File: config.mk
export PLATFORM = sky130hd
export DESIGN_NAME = id_ex_stage
export DESIGN_NICKNAME = d
export VERILOG_FILES = /design/src/rtl/riscv_pipe_pkg.sv /design/src/rtl/id_ex_stage_hazard_detect.sv /design/src/rtl/id_ex_stage.sv
export SDC_FILE = /design/constraint.sdc
export NUM_CORES = 1
export LEC_CHECK = 0
export CAP_MARGIN = 20
export CELL_PAD_IN_SITES_DETAIL_PLACEMENT = 1
export CELL_PAD_IN_SITES_GLOBAL_PLACEMENT = 1
export CORE_ASPECT_RATIO = 1.75
export CORE_MARGIN = 2
export CORE_UTILIZATION = 28
export DETAILED_ROUTE_END_ITERATION = 8
export PLACE_DENSITY = 0.77
export SLEW_MARGIN = 20
export SYNTH_ARGS = -nofsm -noshare
export SYNTH_HDL_FRONTEND = slang
export SYNTH_SLANG_ARGS = --single-unit
export TNS_END_PERCENT = 10
File: constraint.sdc
create_clock -name clk -period 5.01 [get_ports clk]
set_input_delay 1.002 -clock clk [delete_from_list [all_inputs] [get_ports clk]]
set_output_delay 1.002 -clock clk [all_outputs]
set_load 0.02 [all_outputs]
File: src/rtl/riscv_pipe_pkg.sv
// ---------------------------------------------------------------------------
// riscv_pipe_pkg
// Shared pipeline definitions for the ID/EX stage slice.
//   ctrl_t        : packed control bundle
//                   {reg_w, mem_read, mem_write, mem_to_reg, alu_src, alu_op[3:0]}
//   CTRL_W        : width of the control bundle in bits
//   CTRL_NOP      : all-zero control bundle used for pipeline bubbles
//   REG_IDX_W     : register index width
//   MEM_READ_BIT  : bit position of mem_read inside a flattened bundle
//   ctrl_mem_read : extracts mem_read from a flattened bundle
// ---------------------------------------------------------------------------
package riscv_pipe_pkg;

   typedef struct packed {
      logic       reg_w;
      logic       mem_read;
      logic       mem_write;
      logic       mem_to_reg;
      logic       alu_src;
      logic [3:0] alu_op;
   } ctrl_t;

   localparam int    CTRL_W       = $bits(ctrl_t);
   localparam ctrl_t CTRL_NOP     = '0;
   localparam int    REG_IDX_W    = 5;
   localparam int    MEM_READ_BIT = CTRL_W - 2;

   // mem_read sits just below reg_w in the flattened bundle.
   function automatic logic ctrl_mem_read(input logic [CTRL_W-1:0] c);
      return c[MEM_READ_BIT];
   endfunction

endpackage

File: src/rtl/id_ex_stage_hazard_detect.sv
// ---------------------------------------------------------------------------
// hazard_detect
// Combinational load-use hazard detection between the instruction sitting in
// EX (held in the ID/EX register) and the instruction currently in ID.
// Ports:
//   ex_valid, ex_mem_read, ex_rd : state of the instruction in EX
//   id_valid, id_rs1, id_rs2     : source operands of the instruction in ID
//   flush                        : branch/jump taken in EX
//   load_use                     : ID needs a value a load in EX has not produced
//   stall                        : freeze PC and IF/ID for one cycle
// ---------------------------------------------------------------------------
module hazard_detect
   import riscv_pipe_pkg::*;
(
   input  logic                 ex_valid,
   input  logic                 ex_mem_read,
   input  logic [REG_IDX_W-1:0] ex_rd,
   input  logic                 id_valid,
   input  logic [REG_IDX_W-1:0] id_rs1,
   input  logic [REG_IDX_W-1:0] id_rs2,
   input  logic                 flush,
   output logic                 load_use,
   output logic                 stall
);

   logic rd_matches;

   // x0 is hard-wired to zero, so a load targeting it never creates a hazard.
   assign rd_matches = (ex_rd == id_rs1) || (ex_rd == id_rs2);
   assign load_use   = ex_valid && ex_mem_read && (ex_rd != '0) && id_valid && rd_matches;

   // A flush squashes the dependent instruction anyway, so stalling is pointless.
   assign stall      = load_use && !flush;

endmodule

File: src/rtl/id_ex_stage.sv
// ---------------------------------------------------------------------------
// id_ex_stage
// ID/EX pipeline register with load-use bubble insertion.
// Ports:
//   clk, rst (async, active-high)
//   Hold       : global freeze, every register keeps its value
//   Flush      : squash the instruction leaving ID (bubble loaded)
//   ID_Valid   : IF/ID holds a real instruction
//   IF_ID_PC, ID_RD1, ID_RD2, ID_Imm, IF_ID_RegRs1/Rs2/Rd, ID_Ctrl : ID inputs
//   ID_EX_*    : registered copies, one cycle later
//   Stall      : combinational, freezes PC and IF/ID on a load-use hazard
//   BubbleCnt  : bubble counter, present only when ID_EX_BUBBLE_CNT_EN is defined
// Priority on each edge: Hold > Flush > load-use > normal load.
// ---------------------------------------------------------------------------
module id_ex_stage
   import riscv_pipe_pkg::*;
#(
   parameter int XLEN   = 32,
   parameter int CTRL_W = 9
)(
   input  logic              clk,
   input  logic              rst,
   input  logic              Hold,
   input  logic              Flush,
   input  logic              ID_Valid,
   input  logic [XLEN-1:0]   IF_ID_PC,
   input  logic [XLEN-1:0]   ID_RD1,
   input  logic [XLEN-1:0]   ID_RD2,
   input  logic [XLEN-1:0]   ID_Imm,
   input  logic [4:0]        IF_ID_RegRs1,
   input  logic [4:0]        IF_ID_RegRs2,
   input  logic [4:0]        IF_ID_RegRd,
   input  logic [CTRL_W-1:0] ID_Ctrl,
   output logic [XLEN-1:0]   ID_EX_PC,
   output logic [XLEN-1:0]   ID_EX_RD1,
   output logic [XLEN-1:0]   ID_EX_RD2,
   output logic [XLEN-1:0]   ID_EX_Imm,
   output logic [4:0]        ID_EX_RegRs1,
   output logic [4:0]        ID_EX_RegRs2,
   output logic [4:0]        ID_EX_RegRd,
   output logic [CTRL_W-1:0] ID_EX_Ctrl,
   output logic              ID_EX_Valid,
   output logic              Stall
`ifdef ID_EX_BUBBLE_CNT_EN
   ,
   output logic [31:0]       BubbleCnt
`endif
);

   localparam logic [CTRL_W-1:0] NOP_BITS = CTRL_W'(CTRL_NOP);

   logic ex_mem_read;
   logic load_use;
   logic take_bubble;

   assign ex_mem_read = ctrl_mem_read(ID_EX_Ctrl[riscv_pipe_pkg::CTRL_W-1:0]);
   assign take_bubble = Flush || load_use;

   hazard_detect u_hazard (
      .ex_valid    (ID_EX_Valid),
      .ex_mem_read (ex_mem_read),
      .ex_rd       (ID_EX_RegRd),
      .id_valid    (ID_Valid),
      .id_rs1      (IF_ID_RegRs1),
      .id_rs2      (IF_ID_RegRs2),
      .flush       (Flush),
      .load_use    (load_use),
      .stall       (Stall)
   );

   // Pipeline register. A bubble zeroes every field so the forward unit never
   // sees stale indices; an invalid ID slot still loads data but cannot write.
   always_ff @(posedge clk or posedge rst) begin
      if (rst) begin
         ID_EX_PC     <= '0;
         ID_EX_RD1    <= '0;
         ID_EX_RD2    <= '0;
         ID_EX_Imm    <= '0;
         ID_EX_RegRs1 <= '0;
         ID_EX_RegRs2 <= '0;
         ID_EX_RegRd  <= '0;
         ID_EX_Ctrl   <= NOP_BITS;
         ID_EX_Valid  <= 1'b0;
      end else if (!Hold) begin
         if (take_bubble) begin
            ID_EX_PC     <= '0;
            ID_EX_RD1    <= '0;
            ID_EX_RD2    <= '0;
            ID_EX_Imm    <= '0;
            ID_EX_RegRs1 <= '0;
            ID_EX_RegRs2 <= '0;
            ID_EX_RegRd  <= '0;
            ID_EX_Ctrl   <= NOP_BITS;
            ID_EX_Valid  <= 1'b0;
         end else begin
            ID_EX_PC     <= IF_ID_PC;
            ID_EX_RD1    <= ID_RD1;
            ID_EX_RD2    <= ID_RD2;
            ID_EX_Imm    <= ID_Imm;
            ID_EX_RegRs1 <= IF_ID_RegRs1;
            ID_EX_RegRs2 <= IF_ID_RegRs2;
            ID_EX_RegRd  <= ID_Valid ? IF_ID_RegRd : 5'd0;
            ID_EX_Ctrl   <= ID_Valid ? ID_Ctrl : NOP_BITS;
            ID_EX_Valid  <= ID_Valid;
         end
      end
   end

`ifdef ID_EX_BUBBLE_CNT_EN
   // Counts every bubble actually inserted; wraps naturally at 2^32.
   always_ff @(posedge clk or posedge rst) begin
      if (rst) begin
         BubbleCnt <= '0;
      end else if (!Hold && take_bubble) begin
         BubbleCnt <= BubbleCnt + 32'd1;
      end
   end
`else
   // Bubble counter not built; bubbles are inserted but not tallied.
`endif

endmodule

* Word-level counts from Yosys, hierarchy flattened
Cells that the tools add are included.
** Word-level totals
- Bits in registers :: 153
- Input port bits :: 157
- Output and inout bits :: 154
** Operators by class
- Equality and inequality tests :: 2
- Mux-type cells :: 11
- Reduce and logical (&&, ||, !) cells :: 9
** Operators by type and width (count)
- 32-bit two-way mux :: 4
- 5-bit two-way mux :: 4
- 9-bit two-way mux :: 2
- 5-bit == test :: 2
- 1-bit logical AND :: 5
- 5-bit nonzero test :: 1
- 1-bit logical OR :: 2
- 1-bit zero test :: 1
- 1-bit two-way mux :: 1

* Longest topological paths before layout
Gate-level depths: netlist of run 1.
- Depth after elaboration :: 6
- Depth in mapped cells :: 6
- Mapped depth without buffers :: 4

* Modules after synthesis
From an unflattened synthesis of run 1, not the netlist that was laid out.
** Second synthesis, totals
- Cells, all modules :: 670
- Area total of the unflattened synthesis :: 6625.1 µm²
** By module, submodules not included
- id_ex_stage :: times used 1, cells each 649, area an instance 6475.0 µm², seq. area each 3828.7 µm²
- hazard_detect :: times used 1, cells each 21, area an instance 150.1 µm², seq. area each 0.0 µm²

* Worst setup path before layout of run 1
Ideal clock, no wire load.
- Path kind :: input to output
- From :: input IF_ID_RegRs2[4]
- To :: output Stall
- Arrival :: 2290 ps
- Path slack :: 1718 ps
- Cell stages on the path :: 5
- Path buffers :: 1
- Cell sequence :: xnor2_1 > nand3_1 > o22ai_2 > buf_2 > nor3b_1
** On the way
- Word-level cells in the longest chain between the ends :: 4
** Ends and longest elaborated chain
- from (decl) :: RTL line id_ex_stage.sv:31 : input logic [4:0] IF_ID_RegRs2,
- 5-bit == test :: RTL line id_ex_stage_hazard_detect.sv:29 : assign rd_matches = (ex_rd == id_rs1) || (ex_rd == id_rs2);
- 1-bit logical OR :: RTL line id_ex_stage_hazard_detect.sv:29
- 1-bit logical AND :: RTL line id_ex_stage_hazard_detect.sv:30 : assign load_use = ex_valid && ex_mem_read && (ex_rd != '0) && id_valid && rd_matches;
- 1-bit logical AND :: RTL line id_ex_stage_hazard_detect.sv:33 : assign stall = load_use && !flush;
- to (decl) :: RTL line id_ex_stage.sv:43 : output logic Stall
Every way passes these cells.

* Final worst setup path of run 1
- From :: input IF_ID_RegRs2[0]
- To :: output Stall
Same word-level chain as after synthesis.

==> out/metrics.cfg, run 1 <==
[layout]
syn_to_final_growth_pct=54.3
fin_nets=1141
final_cells=1315
drive_above_1_share_pct=5.62

[clock_tree]
holdBufCountCts=0
clk_latency_ns=0.43
cts.sinks=153
clockRootBuffer=clkbuf_16
cts_setup_buffers=0
cts_tree=done
htree_levels=4
cts_resized=0
cts.clk_slew.worst_paths_ns=0.06
clock_path_buffers=2
numCtsBuffers=17

[logic_synthesis]
async_flop_share_pct=100
syn-num-nets=886
yosysTopAreaCell=dfrtp_1
synthXorXnorAreaFrac_pct=1.23
ys_seq_elements=153
synth_top_cells_by_count=dfrtp_1 (153), nand2_1 (144), a32oi_1 (142)
syn_area_per_cell_um2=9.80
synth_most_common_cell=dfrtp_1
ys.flop_type=dfrtp_1
synth_fa_ha_area_share_pct=0
synthesis.area_mm2=0.00714
synthCells=729
synth_compound_gate_area_share_pct=29.6
yosysSeqAreaShare_pct=53.6
synthMuxAreaShare_pct=0
synth_edf_count=0
yosysUniqueCellTypes=19
synth_top_family_by_area=compound AO/OA/AOI/OAI gates
synthTopCellsByArea=dfrtp_1 (54%), a32oi_1 (17%), o21ai_0 (9.2%)
yosysTopAreaCellShare_pct=53.6
ys_warn_count=0
synthSimpleGateAreaFrac_pct=10.4

[critical_path]
startpoint_type=input pin
critPathMaxFanout=3
r2r_slack_ns=1.73
arrival_ns=2.93
critPathKind=input pin to primary output
cp.required_ns=4.01
cp-end-kind=primary output

[die]
dieArea_mm2=0.0269
design.core.area_mm2=0.0251
die_x_um=125
row_count=77
start_util_pct=28.4
dieHeight_um=215
ios=311

[timing]
hold_ws_ns=0.487
finalCritPeriodShare_pct=78.5
skew_ns=0.00664
tns_ns=0
relSlewSlack_pct=33.1
max_freq_ghz=0.254
fin_crit_ns=3.94
hold_viol=0
slew_violations=0
setup_viol=0
rsz0062_at_grt=no
worstMarginPinSlew_ns=1.00

[placed_design]
port_buffers=310
post-dp-hpwl_mm=18.0
place_inst=1281
gp_congestion=0.818

[route]
via_per_inst=5.40
dr.pass1.iters=5
drc=0
wl_per_cell_um=20.7
ant_nets=0
via_count=7096
wirelength_mm=27.2
drt_first_iter_violations=461

[worst_hold_path]
worstHoldPathType=flip-flop to flip-flop

[power_and_ir_drop]
leakage_uw=0.00411
irDropWorstVdd_mv=0.217
pwr_density_cell_mw_per_mm2=345

[grt]
grt_usage_pct=20.4
grt_pass1_vias=7622
grt_antenna_before_repair=2
grt_pass1_wl_mm=43.5
gr-total-overflow=0
grt_max_degree=189

[run_status]
status=finished clean

[flow_run]
drv_cap=0

power by group:
| part | switching [µW] | internal [µW] |
|---|---|---|
| clock | 518 | 782 |
| combinational | 536 | 480 |
| sequential | 94.5 | 1390 |
| total | 1150 | 2650 |
cells by family (layout without fill, tap and decap cells):
| group | Yosys count | in the layout |
|---|---|---|
| flops | 153 | 153 |
| other cells | 0 | 2 |
| xor+xnor | 10 | 10 |
| compound gates | 308 | 308 |
| buf+inv | 87 | 355 |
| simple gates | 171 | 171 |
critical path, cell delays in order:
cell	delay, ns
clkdlybuf4s50_1	0.56
xnor2_1	0.14
nand3_1	0.14
o22ai_4	0.19
nor3b_1	0.21
clkdlybuf4s50_1	0.70
per-layer routing:
layer	vias up	routed length (µm)	track usage [%]
met5	-	0	0
met3	56	1490	5.48
met1	3533	10300	23.3
met4	0	1200	10.8
met2	228	14100	34.6
li1	3279	-	-
sequential cells by signal, indices dropped and copies added (netlist names):
name	count
ID_EX_RegRs2	5
ID_EX_Valid	1
ID_EX_RD1	32
ID_EX_RD2	32
ID_EX_Ctrl	9
ID_EX_Imm	32
ID_EX_RegRs1	5
ID_EX_RegRd	5
ID_EX_PC	32
stage by stage:
step / total power, µW / instance area [µm²] / setup slack (ns) / utilization (%)
floorplan: 1950 / 7150 / 1.72 / -
global placement: 2510 / 10400 / 1.06 / 41.5
detailed placement: 2530 / 10400 / 1.03 / 41.5
CTS: 3860 / 11000 / 1.02 / 43.8
global route: 3990 / 11000 / 0.945 / 43.8
finish: 3800 / 11000 / 1.07 / 43.8
final timing paths:
check / from / end / cells after the start
worst max-delay path: IF_ID_RegRs2[0] / Stall / 6
worst min-delay path: ID_EX_RD1[7] / ID_EX_RD1[7] / 2
worst max register to register: ID_EX_RegRd[3] / ID_EX_RD1[18] / 6
worst min register to register: ID_EX_RD1[7] / ID_EX_RD1[7] / 2
max in group asynchronous: rst / ID_EX_PC[8] / 3
min in group asynchronous: rst / ID_EX_RegRd[3] / 2
cells in the final DEF (no fill, tap or decap), drive strengths merged:
master and count:
o21ai 154, o22ai 1, and3 1, clkdlybuf4s50 309, a32oi 142, or3b 10
nor3b 12, buf 12, nand3 2, clkinv 5, bufinv 2, nand2 144
diode 2, a22oi 11, clkbuf 24, xnor2 10, dfrtp 153, inv 1
clkinvlp 2, nor2 1, or4 1
cell type report:
type / count / area, µm²
Antenna cell: 2 / 5.00
Clock buffer: 24 / 492
Clock inverter: 8 / 92.6
Fill cell: 2830 / 14100
Inverter: 2 / 11.3
Multi-Input combinational cell: 489 / 2970
Sequential cell: 153 / 3830
Tap cell: 316 / 395
Timing Repair Buffer: 321 / 3220
No activity file was read; power rests on OpenSTA's default activity.
==> run 2: changes to the inputs <==
--- a/config.mk
+++ b/config.mk
@@ -10,9 +10,9 @@
 export CELL_PAD_IN_SITES_GLOBAL_PLACEMENT = 1
 export CORE_ASPECT_RATIO = 1.75
 export CORE_MARGIN = 2
-export CORE_UTILIZATION = 28
+export CORE_UTILIZATION = 30
 export DETAILED_ROUTE_END_ITERATION = 8
-export PLACE_DENSITY = 0.77
+export PLACE_DENSITY = 0.78
 export SLEW_MARGIN = 20
 export SYNTH_ARGS = -nofsm -noshare
 export SYNTH_HDL_FRONTEND = slang
==> constraint.sdc (replaced) <==
create_clock -name clk -period 4.1 [get_ports clk]
set_input_delay 0.82 -clock clk [delete_from_list [all_inputs] [get_ports clk]]
set_output_delay 0.82 -clock clk [all_outputs]
set_load 0.02 [all_outputs]
==> run 2 against run 1 <==
  * Critical path depth is the same
  * Highest routed layer unchanged
  * Count of clock-buffer cells in the layout shrank 2
  * Hold slack better by 0.0016 ns
  * Register-to-register slack lost 0.43 ns
  * Cell area up 1.1%
  * Critical path type unchanged
==> out/metrics.cfg, run 2 (same netlist as run 1, synthesis figures left out) <==
[timing]
rsz0062_at_grt=no  ; unchanged
fin_crit_ns=3.55
max_freq_ghz=0.282
finalCritPeriodShare_pct=86.6
hold_viol=0  ; unchanged
relSlewSlack_pct=38.4  ; was 33.1%
worstMarginPinSlew_ns=0.924  ; was 1.00 ns
skew_ns=0.00846  ; was 0.00664 ns
setup_viol=0  ; unchanged
tns_ns=0  ; unchanged
slew_violations=0  ; unchanged

[die]
row_count=74  ; was 77
dieArea_mm2=0.0251  ; was 0.0269 mm²
dieHeight_um=208  ; was 215 µm
design.core.area_mm2=0.0233  ; was 0.0251 mm²
ios=311  ; unchanged
start_util_pct=30.6  ; was 28.4%
die_x_um=121  ; was 125 µm

[critical_path]
r2r-end=ID_EX_PC[21]  ; was ID_EX_RD1[18]
crit_path_cell_trace=clkdlybuf4s50_1 > xnor2_1 > nand3_1 > o22ai_4 > nor3b_1 > clkdlybuf4s50_1  ; unchanged
r2r_slack_ns=1.30  ; was 1.73 ns
cp-end-kind=primary output  ; unchanged
r2r_cells=6  ; unchanged
crit_top_cell=clkdlybuf4s50_1  ; unchanged
arrival_ns=2.73  ; was 2.93 ns
slowest_stage=clkdlybuf4s50_1  ; unchanged
max_stage_delay_ns=0.70  ; about the same
critPathKind=input pin to primary output  ; unchanged
startpoint_type=input pin  ; unchanged
r2r-start=ID_EX_RegRd[2]  ; was ID_EX_RegRd[3]
cp.required_ns=3.28  ; was 4.01 ns
critPathMaxFanout=3  ; unchanged
cp-startpoint=IF_ID_RegRs2[0]  ; unchanged

[layout]
syn_to_final_growth_pct=55.9  ; was 54.3%
final_cells=1308  ; was 1,315
fin_nets=1147  ; was 1,141
drive_above_1_share_pct=6.09  ; was 5.62%
layout_common_cells=clkdlybuf4s50_1 (309), dfrtp_1 (153), nand2_1 (144), a32oi_1 (142), o21ai_0 (132)  ; unchanged
final_common_cell=clkdlybuf4s50_1  ; unchanged

[grt]
grt_antenna_before_repair=2  ; unchanged
gr-total-overflow=0  ; unchanged
grt_max_degree=88  ; was 189
grt_usage_pct=21.7  ; was 20.4%
grt_pass1_wl_mm=42.7  ; was 43.5 mm
grt_pass1_vias=7598  ; was 7,622

[clock_tree]
cts.clk_slew.worst_paths_ns=0.06  ; about the same
htree_levels=4  ; unchanged
clk_latency_ns=0.44  ; was 0.43 ns
cts_resized=0  ; unchanged
clock_path_buffers=2  ; unchanged
cts_tree=done  ; unchanged
numCtsBuffers=17  ; unchanged
clockRootBuffer=clkbuf_16  ; unchanged
cts.sinks=153  ; unchanged
holdBufCountCts=0  ; unchanged
cts_setup_buffers=0  ; unchanged

[placed_design]
post-dp-hpwl_mm=18.0  ; about the same
gp_congestion=0.788  ; was 0.818
place_inst=1275  ; was 1,281
port_buffers=310  ; unchanged

[route]
via_count=7170  ; was 7,096
wirelength_mm=27.0  ; was 27.2 mm
drt_first_iter_violations=384  ; was 461
via_per_inst=5.48  ; was 5.40
dr.pass1.iters=5  ; unchanged
ant_nets=0  ; unchanged
wl_per_cell_um=20.6  ; was 20.7 µm
drc=0  ; unchanged

[power_and_ir_drop]
leakage_uw=0.00417  ; was 0.00411 µW
pwr-share-seq_pct=37.8  ; was 39.1%
p_clk_share_pct=36.1  ; was 34.2%
pwr_density_cell_mw_per_mm2=431  ; was 345 mW/mm²
switchingPower_uw=1400  ; was 1150 µW
combPwrFrac_pct=26.0  ; was 26.7%
p_sw_share_pct=29.2  ; was 30.2%
p_int_uw=3400  ; was 2650 µW
irDropWorstVdd_mv=0.231  ; was 0.217 mV

[worst_hold_path]
holdCritStartpoint=ID_EX_RD2[20]  ; was ID_EX_RD1[7]
hold_path_depth=2  ; unchanged
worstHoldPathType=flip-flop to flip-flop  ; unchanged
hold_end=ID_EX_RD2[20]  ; was ID_EX_RD1[7]

[run_status]
status=finished clean  ; unchanged

[flow_run]
drv_cap=0  ; unchanged

run 2: how the worst max path moves through the flow:
| stage | to | slack [ns] | cells past startpoint |
|---|---|---|---|
| after floorplan | Stall | 1.17 | 5 |
| after global placement | ID_EX_Imm[5] | 0.47 | 7 |
| after detailed placement | ID_EX_Imm[5] | 0.41 | 7 |
| after CTS | Stall | 0.55 | 6 |
| after global routing | Stall | 0.46 | 6 |
| final | Stall | 0.55 | 6 |
run 2: cell type report:
cell class	instances	area, µm²
Multi-Input combinational cell	489	2970
Inverter	2	11.3
Antenna cell	2	5.00
Clock inverter	9	170
Timing Repair Buffer	327	3310
Tap cell	304	380
Sequential cell	153	3830
Clock buffer	22	464
Fill cell	2599	12200
run 2: per-stage QoR:
step	power (µW)	util [%]	setup slack [ns]	hold WS (ns)	area [µm²]
floorplan	2380	-	1.17	0.473	7150
global placement	3070	45.0	0.473	0.468	10500
detailed placement	3100	45.0	0.413	0.481	10500
CTS	4870	47.7	0.548	0.495	11100
global route	5020	47.7	0.456	0.516	11100
finish	4800	47.7	0.549	0.489	11100
run 2: power by group through the flow:
stage | logic, µW | clock network, µW | registers [µW]
final | 1250 | 1740 | 1820
after global routing | 1340 | 1840 | 1840
after CTS | 1270 | 1780 | 1820
after detailed placement | 1260 | 0 | 1840
after global placement | 1240 | 0 | 1830
after floorplan | 326 | 0 | 2060
run 2: per-layer routing:
metal | global-route usage, % | vias to the layer above | wire (µm)
li1 | - | 3287 | -
met1 | 24.7 | 3596 | 10500
met2 | 37.4 | 227 | 14000
met3 | 5.21 | 60 | 1380
met4 | 10.9 | 0 | 1130
met5 | 0 | - | 0
run 2: worst max-delay path, delay by kind of cell:
family / cells / cell delay [ns]
AND/OR/NAND/NOR: 2 / 0.33
buffers and inverters: 2 / 1.25
XOR/XNOR: 1 / 0.14
AO/OA/AOI/OAI: 1 / 0.19
==> run 3: changes to the inputs <==
--- a/config.mk
+++ b/config.mk
@@ -5,14 +5,15 @@
 export SDC_FILE = /design/constraint.sdc
 export NUM_CORES = 1
 export LEC_CHECK = 0
-export CAP_MARGIN = 20
+export CAP_MARGIN = 15
 export CELL_PAD_IN_SITES_DETAIL_PLACEMENT = 1
 export CELL_PAD_IN_SITES_GLOBAL_PLACEMENT = 1
 export CORE_ASPECT_RATIO = 1.75
 export CORE_MARGIN = 2
 export CORE_UTILIZATION = 30
 export DETAILED_ROUTE_END_ITERATION = 8
-export PLACE_DENSITY = 0.78
+export GPL_TIMING_DRIVEN = 0
+export PLACE_DENSITY = 0.88
 export SLEW_MARGIN = 20
 export SYNTH_ARGS = -nofsm -noshare
 export SYNTH_HDL_FRONTEND = slang
==> run 3 against run 2 <==
  * Clock skew increased by 0.0056 ns
  * Via count rose by 6.3%
  * Count of clock-buffer cells in the layout increased by 6
  * Die area did not move
  * Sequential power hardly changed
  * Global-route usage up 2.2 points
  * Non-clock buffer count increased by 75
  * Flip-flop and latch count is the same
  * Utilization rose by 0.97 points
  * Clock power fell by 10%
  * Critical endpoint unchanged
  * Highest routed layer unchanged
==> out/metrics.cfg, run 3 (same netlist as run 1, synthesis figures left out) <==
[critical_path]
critPathKind=input pin to primary output  ; unchanged
critPathMaxFanout=10  ; was 3
startpoint_type=input pin  ; unchanged
arrival_ns=3.01  ; was 2.73 ns
cp.required_ns=3.28  ; about the same
slowest_stage=clkdlybuf4s50_1  ; unchanged
crit_top_cell=clkdlybuf4s50_1  ; unchanged
cp-startpoint=IF_ID_RegRs2[4]  ; was IF_ID_RegRs2[0]
crit_path_cell_trace=clkdlybuf4s50_1 > xnor2_1 > nand3_1 > o22ai_4 > buf_4 > nor3b_1 > clkdlybuf4s50_1  ; was clkdlybuf4s50_1 > xnor2_1 > nand3_1 > o22ai_4 > nor3b_1 > clkdlybuf4s50_1
r2r-start=ID_EX_RegRd[3]  ; was ID_EX_RegRd[2]
cp-end-kind=primary output  ; unchanged
max_stage_delay_ns=0.69  ; was 0.70 ns
r2r_cells=6  ; unchanged

[clock_tree]
clock_path_buffers=2  ; unchanged
numCtsBuffers=17  ; unchanged
cts_tree=done  ; unchanged
cts.sinks=153  ; unchanged
clk_latency_ns=0.43  ; was 0.44 ns
holdBufCountCts=0  ; unchanged
clockRootBuffer=clkbuf_16  ; unchanged
htree_levels=4  ; unchanged
cts.clk_slew.worst_paths_ns=0.06  ; about the same

[route]
ant_nets=0  ; unchanged
dr.pass1.iters=5  ; unchanged
drc=0  ; unchanged
via_per_inst=5.50  ; was 5.48
via_count=7620  ; was 7,170
wirelength_mm=29.8  ; was 27.0 mm
wl_per_cell_um=21.5  ; was 20.6 µm
drt_first_iter_violations=314  ; was 384

[grt]
gr-total-overflow=0  ; unchanged
grt_usage_pct=23.9  ; was 21.7%
grt_max_degree=33  ; was 88
grt_pass1_vias=8357  ; was 7,598
grt_pass1_wl_mm=47.0  ; was 42.7 mm
grt_antenna_before_repair=4  ; was 2

[placed_design]
pre_cts_ws_ns=-0.248  ; was 0.413 ns
port_buffers=310  ; unchanged
post-dp-hpwl_mm=22.3  ; was 18.0 mm
gp_congestion=0.818  ; was 0.788

[die]
dieArea_mm2=0.0251  ; unchanged
dieHeight_um=208  ; unchanged
design.core.area_mm2=0.0233  ; unchanged
ios=311  ; unchanged
start_util_pct=30.6  ; unchanged
row_count=74  ; unchanged
die_x_um=121  ; unchanged

[power_and_ir_drop]
pwr_density_cell_mw_per_mm2=412  ; was 431 mW/mm²
leakage_uw=0.00423  ; was 0.00417 µW
finalPower_uw=4680  ; was 4800 µW
irDropWorstVdd_mv=0.217  ; was 0.231 mV

[timing]
fin_crit_ns=3.83  ; was 3.55 ns
relSlewSlack_pct=45.9  ; was 38.4%
timing.final.ws_setup_ns=0.273  ; was 0.549 ns
max_freq_ghz=0.261  ; was 0.282 GHz
hold_viol=0  ; unchanged
hold_ws_ns=0.491  ; was 0.489 ns
slew_violations=0  ; unchanged
rsz0062_at_grt=no  ; unchanged
setup_viol=0  ; unchanged
skew_ns=0.0141  ; was 0.00846 ns
finalCritPeriodShare_pct=93.4  ; was 86.6%
tns_ns=0  ; unchanged
worstMarginPinSlew_ns=0.812  ; was 0.924 ns

[layout]
fin_nets=1222  ; was 1,147
fillers=2664  ; was 2,599
layout_common_cells=clkdlybuf4s50_1 (310), dfrtp_1 (153), nand2_1 (144), a32oi_1 (142), o21ai_0 (132)  ; was clkdlybuf4s50_1 (309), dfrtp_1 (153), nand2_1 (144), a32oi_1 (142), o21ai_0 (132)
drive_above_1_share_pct=6.31  ; was 6.09%
fin_util_pct=48.7  ; was 47.7%
syn_to_final_growth_pct=59.1  ; was 55.9%
final_common_cell=clkdlybuf4s50_1  ; unchanged

[run_status]
status=finished clean  ; unchanged

[worst_hold_path]
holdCritStartpoint=ID_EX_RD1[12]  ; was ID_EX_RD2[20]
hold_path_depth=2  ; unchanged
worstHoldPathType=flip-flop to flip-flop  ; unchanged

[flow_run]
drv_cap=0  ; unchanged

run 3: cell types whose count changed in the layout (fill, tap and decap cells not counted), moves of 2 or more:
| cell | change |
|---|---|
| buf_12 | -2 |
| buf_2 | +9 |
| bufinv_16 | -5 |
| clkbuf_1 | +66 |
| clkbuf_8 | +7 |
| clkinv_2 | -3 |
| clkinvlp_4 | +2 |
| diode_2 | +2 |
run 3: where the power goes:
group	internal (µW)	switching, µW	total [µW]
Clock	922	642	1560
Combinational	609	681	1290
Sequential	1700	126	1820
Total	3230	1450	4680
run 3: critical path, delay by kind of cell:
kind,cells,cell delay [ns]
buffers and inverters,3,1.43
AOI/OAI and AO/OA,1,0.21
and+or+nand+nor,2,0.39
xor gates and xnor gates,1,0.15
run 3: worst paths after layout:
kind                                  to  slack, ns
setup / recovery                   Stall       0.27
setup reg to reg            ID_EX_RD2[9]       1.86
max in group asynchronous    ID_EX_PC[2]       2.60
hold reg to reg            ID_EX_RD1[12]       0.49
hold / removal             ID_EX_RD1[12]       0.49
min in group asynchronous   ID_EX_RD2[5]       0.75
run 3: final cells by class:
type / count / area (µm²) / share of cell area [%]
antenna: 4 / 10.0 / 0.0881
buffer: 85 / 364 / 3.20
clock buffer: 28 / 557 / 4.90
clock inverter: 4 / 28.8 / 0.253
inverter: 2 / 11.3 / 0.0991
multi-input combinational: 489 / 2960 / 26.1
sequential: 153 / 3830 / 33.7
tap: 304 / 380 / 3.35
timing repair buffer: 317 / 3230 / 28.4
run 3: repair_timing:
| item | CTS | global route |
|---|---|---|
| endpoints found under the setup margin | 1 | 1 |
| buffers inserted | 0 | 2 |
| resized for setup | 2 | 1 |
| pin swaps | 1 | 1 |
run 3: metrics by stage:
stage / instance area, µm² / cells
after floorplan: 7150 / 729
after global placement: 10600 / 1343
after detailed placement: 10700 / 1348
after CTS: 11300 / 1380
after global routing: 11400 / 1386
final: 11400 / 1386
run 3: metal layers:
layer / share of wire (%) / global-route usage (%)
met5: 0 / 0
met3: 4.3 / 4.93
met4: 4.5 / 12.6
met2: 53 / 42.6
met1: 38 / 26.3
